[src/rtl/simple_axi_read_multi_ot.sv]
// AXI4 read master: splits a byte-length request into 4 KiB-safe INCR
// bursts, keeps up to MAX_OT bursts outstanding, and forwards R data
// combinationally to the data port.
// Ports: clk_i/rst_n_i; req_* request handshake (start address, byte
// length); data_* beat stream with data_last_o; busy_o, sticky error_o;
// axi_ar*/axi_r* single-ID AXI4 read channels.
module simple_axi_read_multi_ot #(
  parameter int AXI_ADDR_W = 32,
  parameter int AXI_DATA_W = 32,
  parameter int AXI_LEN_W  = 8,
  parameter int AXI_ID_W   = 4,
  parameter int LEN_W      = 16,
  parameter int MAX_BURST  = 16,
  parameter int MAX_OT     = 4
) (
  input  logic                  clk_i,
  input  logic                  rst_n_i,
  input  logic                  req_valid_i,
  output logic                  req_ready_o,
  input  logic [AXI_ADDR_W-1:0] req_addr_i,
  input  logic [LEN_W-1:0]      req_len_i,
  output logic [AXI_DATA_W-1:0] data_o,
  output logic                  data_valid_o,
  input  logic                  data_ready_i,
  output logic                  data_last_o,
  output logic                  busy_o,
  output logic                  error_o,
  output logic [AXI_ID_W-1:0]   axi_arid_o,
  output logic [AXI_ADDR_W-1:0] axi_araddr_o,
  output logic [AXI_LEN_W-1:0]  axi_arlen_o,
  output logic [2:0]            axi_arsize_o,
  output logic [1:0]            axi_arburst_o,
  output logic [1:0]            axi_arlock_o,
  output logic [3:0]            axi_arcache_o,
  output logic [2:0]            axi_arprot_o,
  output logic [3:0]            axi_arqos_o,
  output logic                  axi_arvalid_o,
  input  logic                  axi_arready_i,
  input  logic [AXI_ID_W-1:0]   axi_rid_i,
  input  logic [AXI_DATA_W-1:0] axi_rdata_i,
  input  logic [1:0]            axi_rresp_i,
  input  logic                  axi_rlast_i,
  input  logic                  axi_rvalid_i,
  output logic                  axi_rready_o
);

  localparam int BYTES    = AXI_DATA_W / 8;
  localparam int OFFSET_W = $clog2(BYTES);
  localparam int BEAT_W   = LEN_W - OFFSET_W + 1;
  localparam int OT_W     = $clog2(MAX_OT + 1);
  localparam int CW_A     = (BEAT_W > 14) ? BEAT_W : 14;
  localparam int CW       = (CW_A > AXI_LEN_W + 1) ? CW_A : AXI_LEN_W + 1;

  typedef enum logic {
    IDLE,
    ACTIVE
  } state_e;

  state_e                state_q, state_d;
  logic [AXI_ADDR_W-1:0] addr_q, addr_d;
  logic [BEAT_W-1:0]     ar_rem_q, ar_rem_d;
  logic [BEAT_W-1:0]     total_q, total_d;
  logic [BEAT_W-1:0]     rx_cnt_q, rx_cnt_d;
  logic [OT_W-1:0]       ot_q, ot_d;
  logic                  arvalid_q, arvalid_d;
  logic [AXI_ADDR_W-1:0] araddr_q, araddr_d;
  logic [AXI_LEN_W-1:0]  arlen_q, arlen_d;
  logic                  error_q, error_d;

  logic                  active;
  logic                  ar_hs;
  logic                  r_hs;
  logic                  r_done;
  logic                  req_hs;
  logic                  last_beat;
  logic                  ar_load;
  logic [OT_W-1:0]       ot_nxt;
  logic [LEN_W:0]        len_ext;
  logic [BEAT_W-1:0]     req_beats;
  logic [12:0]           pg_bytes;
  logic [12:0]           page_beats;
  logic [CW-1:0]         blen;
  logic                  unused_rid;

  assign unused_rid = ^axi_rid_i;

  assign active    = (state_q == ACTIVE);
  assign ar_hs     = arvalid_q && axi_arready_i;
  assign r_hs      = active && axi_rvalid_i && data_ready_i;
  assign r_done    = r_hs && axi_rlast_i;
  assign req_hs    = !active && req_valid_i;
  assign last_beat = (rx_cnt_q == total_q - BEAT_W'(1));

  assign len_ext   = {1'b0, req_len_i} + (LEN_W+1)'(BYTES - 1);
  assign req_beats = len_ext[LEN_W:OFFSET_W];

  assign pg_bytes   = 13'h1000 - {1'b0, addr_q[11:0]};
  assign page_beats = pg_bytes >> OFFSET_W;

  always_comb begin
    blen = CW'(ar_rem_q);
    if (CW'(MAX_BURST) < blen) blen = CW'(MAX_BURST);
    if (CW'(page_beats) < blen) blen = CW'(page_beats);
  end

  // Outstanding count after this cycle's handshakes.
  always_comb begin
    ot_nxt = ot_q;
    if (ar_hs && !r_done) ot_nxt = ot_q + OT_W'(1);
    else if (!ar_hs && r_done) ot_nxt = ot_q - OT_W'(1);
  end

  // A new AR may be loaded in the handshake cycle itself, so back-to-back
  // ARs need no bubble. The limit uses the post-handshake count.
  assign ar_load = active && (!arvalid_q || ar_hs) &&
                   (ar_rem_q != '0) && (ot_nxt < OT_W'(MAX_OT));

  always_comb begin
    state_d   = state_q;
    addr_d    = addr_q;
    ar_rem_d  = ar_rem_q;
    total_d   = total_q;
    rx_cnt_d  = rx_cnt_q;
    ot_d      = ot_nxt;
    arvalid_d = arvalid_q;
    araddr_d  = araddr_q;
    arlen_d   = arlen_q;
    error_d   = error_q;

    if (ar_hs) arvalid_d = 1'b0;

    if (ar_load) begin
      arvalid_d = 1'b1;
      araddr_d  = addr_q;
      arlen_d   = AXI_LEN_W'(blen - CW'(1));
      addr_d    = addr_q + (AXI_ADDR_W'(blen) << OFFSET_W);
      ar_rem_d  = ar_rem_q - BEAT_W'(blen);
    end

    if (r_hs) begin
      rx_cnt_d = rx_cnt_q + BEAT_W'(1);
      if (axi_rresp_i != 2'b00) error_d = 1'b1;
    end

    if (r_hs && last_beat) begin
      state_d   = IDLE;
      arvalid_d = 1'b0;
      ar_rem_d  = '0;
      ot_d      = '0;
    end

    if (req_hs) begin
      error_d = 1'b0;
      if (req_beats != '0) begin
        state_d  = ACTIVE;
        addr_d   = req_addr_i & ~AXI_ADDR_W'(BYTES - 1);
        total_d  = req_beats;
        ar_rem_d = req_beats;
        rx_cnt_d = '0;
        ot_d     = '0;
      end
    end
  end

  always_ff @(posedge clk_i or negedge rst_n_i) begin
    if (!rst_n_i) begin
      state_q   <= IDLE;
      addr_q    <= '0;
      ar_rem_q  <= '0;
      total_q   <= '0;
      rx_cnt_q  <= '0;
      ot_q      <= '0;
      arvalid_q <= 1'b0;
      araddr_q  <= '0;
      arlen_q   <= '0;
      error_q   <= 1'b0;
    end else begin
      state_q   <= state_d;
      addr_q    <= addr_d;
      ar_rem_q  <= ar_rem_d;
      total_q   <= total_d;
      rx_cnt_q  <= rx_cnt_d;
      ot_q      <= ot_d;
      arvalid_q <= arvalid_d;
      araddr_q  <= araddr_d;
      arlen_q   <= arlen_d;
      error_q   <= error_d;
    end
  end

  assign req_ready_o  = !active;
  assign busy_o       = active;
  assign error_o      = error_q;
  assign axi_rready_o = active && data_ready_i;
  assign data_valid_o = active && axi_rvalid_i;
  assign data_o       = axi_rdata_i;
  assign data_last_o  = data_valid_o && last_beat;

  assign axi_arid_o    = '0;
  assign axi_araddr_o  = araddr_q;
  assign axi_arlen_o   = arlen_q;
  assign axi_arsize_o  = 3'(OFFSET_W);
  assign axi_arburst_o = 2'b01;
  assign axi_arlock_o  = 2'b00;
  assign axi_arcache_o = 4'b0000;
  assign axi_arprot_o  = 3'b000;
  assign axi_arqos_o   = 4'b0000;
  assign axi_arvalid_o = arvalid_q;

endmodule

[config.mk]
export PLATFORM = sky130hd
export DESIGN_NAME = simple_axi_read_multi_ot
export DESIGN_NICKNAME = d
export VERILOG_FILES = /design/src/rtl/simple_axi_read_multi_ot.sv
export SDC_FILE = /design/constraint.sdc
export NUM_CORES = 1
export LEC_CHECK = 0
export CAP_MARGIN = 10
export CORE_MARGIN = 4
export CORE_UTILIZATION = 35
export DETAILED_ROUTE_END_ITERATION = 6
export PLACE_DENSITY_LB_ADDON = 0.25
export SETUP_SLACK_MARGIN = 0.5
export SYNTH_ARGS = -nofsm -noshare
export SYNTH_HDL_FRONTEND = slang
export SYNTH_SLANG_ARGS = --single-unit
[constraint.sdc]
create_clock -name clk_i -period 7.5 [get_ports clk_i]
set_input_delay 1.5 -clock clk_i [delete_from_list [all_inputs] [get_ports clk_i]]
set_output_delay 1.5 -clock clk_i [all_outputs]
set_load 0.05 [all_outputs]
======== Yosys cells after proc, flatten, opt, wreduce, memory -nomap -nowiden ========
Index checks and enable logic that the tools add are counted.
operators by class
  add/subtract/negate cells ............... 9
  eq/ne operators ......................... 1
  reductions and logical operators ........ 26
  mux-type cells .......................... 26
  $lt $le $gt $ge ......................... 3
operators with widths
  kind                    count
  $mux 15                 9
  $mux 32                 3
  $add 32x17->32          1
  $reduce_bool 15->1      2
  $add 16x2->17 const B   1
  $add 15x1->15 const B   1
  $eq 15x15->1            1
  $lt 11x15->1            1
  $lt 5x15->1 const A     1
  $mux 3                  5
  $sub 15x1->15 const B   1
  $sub 15x15->15          1
  $logic_and 1x1->1       13
  $sub 13x12->13 const A  1
  $mux 1                  9
  $sub 8x1->8 const B     1
  $reduce_bool 2->1       3
  $logic_not 1->1         4
  $reduce_and 2->1        2
  $add 3x1->3 const B     1
  $lt 3x3->1 const B      1
  $reduce_bool 3->1       1
  $sub 3x1->3 const B     1
  $logic_or 1x1->1        1
storage, ports and cells
  register bits ........................... 123
  input bits .............................. 93

======== Longest topological paths before layout ========
  depth in word-level cells ............... 12
  mapped depth ............................ 24
  depth with buffers taken out ............ 23

======== Least setup slack after synthesis ========
OpenSTA, ideal clock, no wires.
  path kind ............................... input port to output port
  from .................................... input port axi_rvalid_i
  to ...................................... output port data_last_o
  path buffers ............................ 0
  slack ................................... 0.990 ns
  arrival time ............................ 5.010 ns
  stages .................................. 5
  cell sequence ........................... and2_1 -> nand2_1 -> a2111oi_0 -> nand3_1 -> a2111oi_0
between the ends
  cells in the longest elaborated chain, start to end .. 2
ends and longest elaborated chain
  element             line  RTL
  start: declaration  43    input logic axi_rvalid_i,
  $logic_and 1x1->1   195   assign data_valid_o = active && axi_rvalid_i;
  $logic_and 1x1->1   197   assign data_last_o = data_valid_o && last_beat;
  end: declaration    25    output logic data_last_o,
No other way between the ends.

======== Worst setup path after layout ========
  from .................................... register ar_rem_q[5]
  to ...................................... register addr_q[23]
between the ends
  cells in the longest elaborated chain, start to end .. 8
  elaborated cells between the ends (all ways) .. 11
  classes of those cells .................. add/sub: 1; order compare: 2; mux: 5; reduce/logical: 3
ends and longest elaborated chain
  element                   line  RTL
  start: declaration        61    logic [BEAT_W-1:0] ar_rem_q, ar_rem_d;
  start signal: assignment  180   ar_rem_q <= ar_rem_d;
  $lt 5x15->1               102   if (CW'(MAX_BURST) < blen) blen = CW'(MAX_BURST);
  $mux 15                   102
  $lt 11x15->1              103   if (CW'(page_beats) < blen) blen = CW'(page_beats);
  $mux 15                   103
  $add 32x17->32            136   addr_d = addr_q + (AXI_ADDR_W'(blen) << OFFSET_W);
  $mux 32 (*)               132   if (ar_load) begin
  $mux 32                   154   if (req_beats != '0) begin
  $mux 32 (*)               152   if (req_hs) begin
  via addr_d[23]            60    logic [AXI_ADDR_W-1:0] addr_q, addr_d;
  end signal: assignment    179   addr_q <= addr_d;
  end: declaration          60
Mark *: on every way through the listed nets, which the timed path passes. The rest lies on a longest branch.
A chain may end at the register's enable or synchronous reset.

==> flow_summary.ini <==
[die]
start_util_pct = 35.4
core_area_sq_um = 25100
die_area_sq_um = 28000
rows = 58
io_pins = 194
dieHeight_um = 167
fp.dieW_um = 167

[placement]
dp_hpwl_um = 18200
gp_congestion = 0.867
portBuffers = 99

[layout]
drive_gt1_share_pct = 5.89
multi_input_area_sq_um = 5340
num_antenna_cells = 0
final_nets = 1271
final_common_cell = nand2_1
utilization_pct = 42.0
final_cell_mix = nand2_1, dfrtp_1, clkdlybuf4s50_1, xnor2_1, nor2_1
nFillCells = 2582
regArea_sq_um = 2980
syn_to_final_growth_pct = 18.5

[detailed_routing]
vias = 7704
route.detailed.drc = 0
routed_wl_um = 24700
drt_iter0_drc = 409
ant_nets = 0
vias_per_cell = 5.19
drt-wirelength-per-cell_um = 16.7
dr.pass1.iters = 4

[sta]
finalSetupViolations = 0
tightest_slew_ns = 0.843
min_period_over_period_pct = 87.8
worst_clock_skew_ns = 0.0124
relSlewSlack_pct = 43.8
rsz0062_at_grt = false
hold_viol = 0
fmax_ghz = 0.152
finalCriticalPeriod_ns = 6.58
tns_ns = 0
finalMaxSlewViolations = 0

[cts]
clock_path_buffers = 2
postCtsHoldBufs = 0
path_clk_slew_ns = 0.07
cts_buffers = 17
tritoncts = done
cts_num_sinks = 119
htreeDepth = 4
cts_root_buffer = clkbuf_16
clk_latency_ns = 0.43

[setup_path]
cp_max_fo = 10
cp-start-kind = flip-flop
critical_path_class = flip-flop to flip-flop
cp.arrival_ns = 6.88
required_ns = 7.79
cp-end-kind = flip-flop

[synth]
avgSynthCellArea_sq_um = 8.24
async_flop_share_pct = 100
synth_edf_count = 0
synth_cell_types = 78
yosys.area.top_type = dfrtp_1
yosysWarnings = 0
synth_seq_cells = 119
synth.top_cells.by_area = dfrtp_1, nand2_1, xnor2_1
synth_flop_cell = dfrtp_1
yosysSeqAreaShare_pct = 33.5
synth_top_area_share_pct = 33.5
syn_area_sq_um = 8890
syn_inst = 1079

[pwr]
leakagePower_nw = 4.52
p_per_area_nw_per_um2 = 554
ir_worst_vdd_mv = 0.249

[grt]
grt_max_degree = 65
grt_pass1_vias = 7569
grt_pass1_wl_um = 40100
overflow = 0
grt.total_usage_pct = 17.6
antenna_found_initial = 0

[worst_hold_path]
worstHoldPathType = flip-flop to flip-flop

[flow_run]
maxCapViolCount = 0

[status]
status = completed
==> timing repair <==
item | 4_1_cts | 5_1_grt
buffers inserted | 0 | 0
endpoints found under the setup margin | 0 | 1
resized for setup | 0 | 1
==> final timing paths <==
kind	start	endpoint	slack, ns	cells after the start
max	ar_rem_q[5]	addr_q[23]	0.92	18
max in group asynchronous	rst_n_i	addr_q[30]	5.03	2
min in group asynchronous	rst_n_i	error_o	1.15	1
min reg2reg	axi_araddr_o[10]	axi_araddr_o[10]	0.48	2
max reg2reg	ar_rem_q[5]	addr_q[23]	0.92	18
min	axi_araddr_o[10]	axi_araddr_o[10]	0.48	2
==> cells in the mapped netlist, types with 6 or more instances <==
master and instances:
a211o_1 7, a211oi_1 6, a21o_1 7, a21oi_1 53, a31oi_1 11, and2_1 19
and3_1 18, buf_4 56, clkbuf_1 40, dfrtp_1 119, ha_1 37, inv_1 36
mux2i_1 9, nand2_1 201, nand3_1 30, nand4_1 13, nor2_1 62, nor3_1 27
nor4_1 10, o211ai_1 11, o21a_1 7, o21ai_0 42, o21ai_1 32, o22ai_1 8
o31ai_1 6, or3_1 9, xnor2_1 64, xor2_1 39
==> area by class of cell <==
cell class	instances	share of cell area, %
clock buffer	17	4.04
clock inverter	15	1.63
inverter	36	1.28
multi-input combinational	858	50.7
sequential	119	28.3
tap	330	3.92
timing repair buffer	109	10.1
==> per-layer routing <==
metal	part of all wire, %	track usage, %	up-vias	wire, um
met1	47	24.2	3648	11700
met4	2.0	5.36	0	494
met2	45	27.6	201	11200
li1	-	-	3824	-
met5	0	0	-	0
met3	5.5	4.15	31	1370
==> per-stage QoR <==
stage	worst slack [ns]	hold WS, ns	std cells	total power [mW]	cell area [sq um]
floorplan	0.990	0.459	1114	4.09	9020
global placement	0.923	0.463	1451	4.95	9930
detailed placement	0.893	0.461	1451	4.99	9930
CTS	0.881	0.481	1483	5.86	10500
global route	0.615	0.505	1484	6.33	10500
finish	0.916	0.476	1484	5.84	10500
==> kinds of logic after synthesis <==
| kind of cell | after synthesis | share of synthesized area [%] |
|---|---|---|
| adders and majority gates | 39 | 5.43 |
| xor gates and xnor gates | 103 | 10.1 |
| AOI/OAI and AO/OA | 247 | 19.2 |
| buffers and inverters | 137 | 8.33 |
| DFF | 119 | 33.5 |
| muxes | 10 | 1.14 |
| other | 2 | 0.0844 |
| and+or+nand+nor | 422 | 22.2 |
==> registers in the layout, indices dropped and copies added (netlist names) <==
signal and cells:
addr_q 30, total_q 15, axi_arlen_o 8, ar_rem_q 15, axi_arvalid_o 1, busy_o 1, rx_cnt_q 15, error_o 1
ot_q 3, axi_araddr_o 30
==> worst max-delay path: stages, from the launching register on <==
cell and delay, ns:
dfrtp_1 0.44, or4_4 0.58, nor3_1 0.46, a21boi_1 0.52, nand2_1 0.12, ha_1 0.22, or3_1 0.37, a41oi_2 0.32
o211a_1 0.43, a21oi_1 0.20, a21boi_0 0.69, inv_1 0.17, ha_1 0.33, a2111oi_4 0.40, nor3b_4 0.14, a2111oi_4 0.67
nor3b_1 0.14, xnor2_1 0.17, o21ai_1 0.07
==> power by group <==
part           internal, mW  switching (mW)  total (mW)
combinational          1.44            2.31        3.74
sequential            0.941           0.314        1.26
clock                 0.498           0.339       0.837
Power figures use the tool's default switching activity.
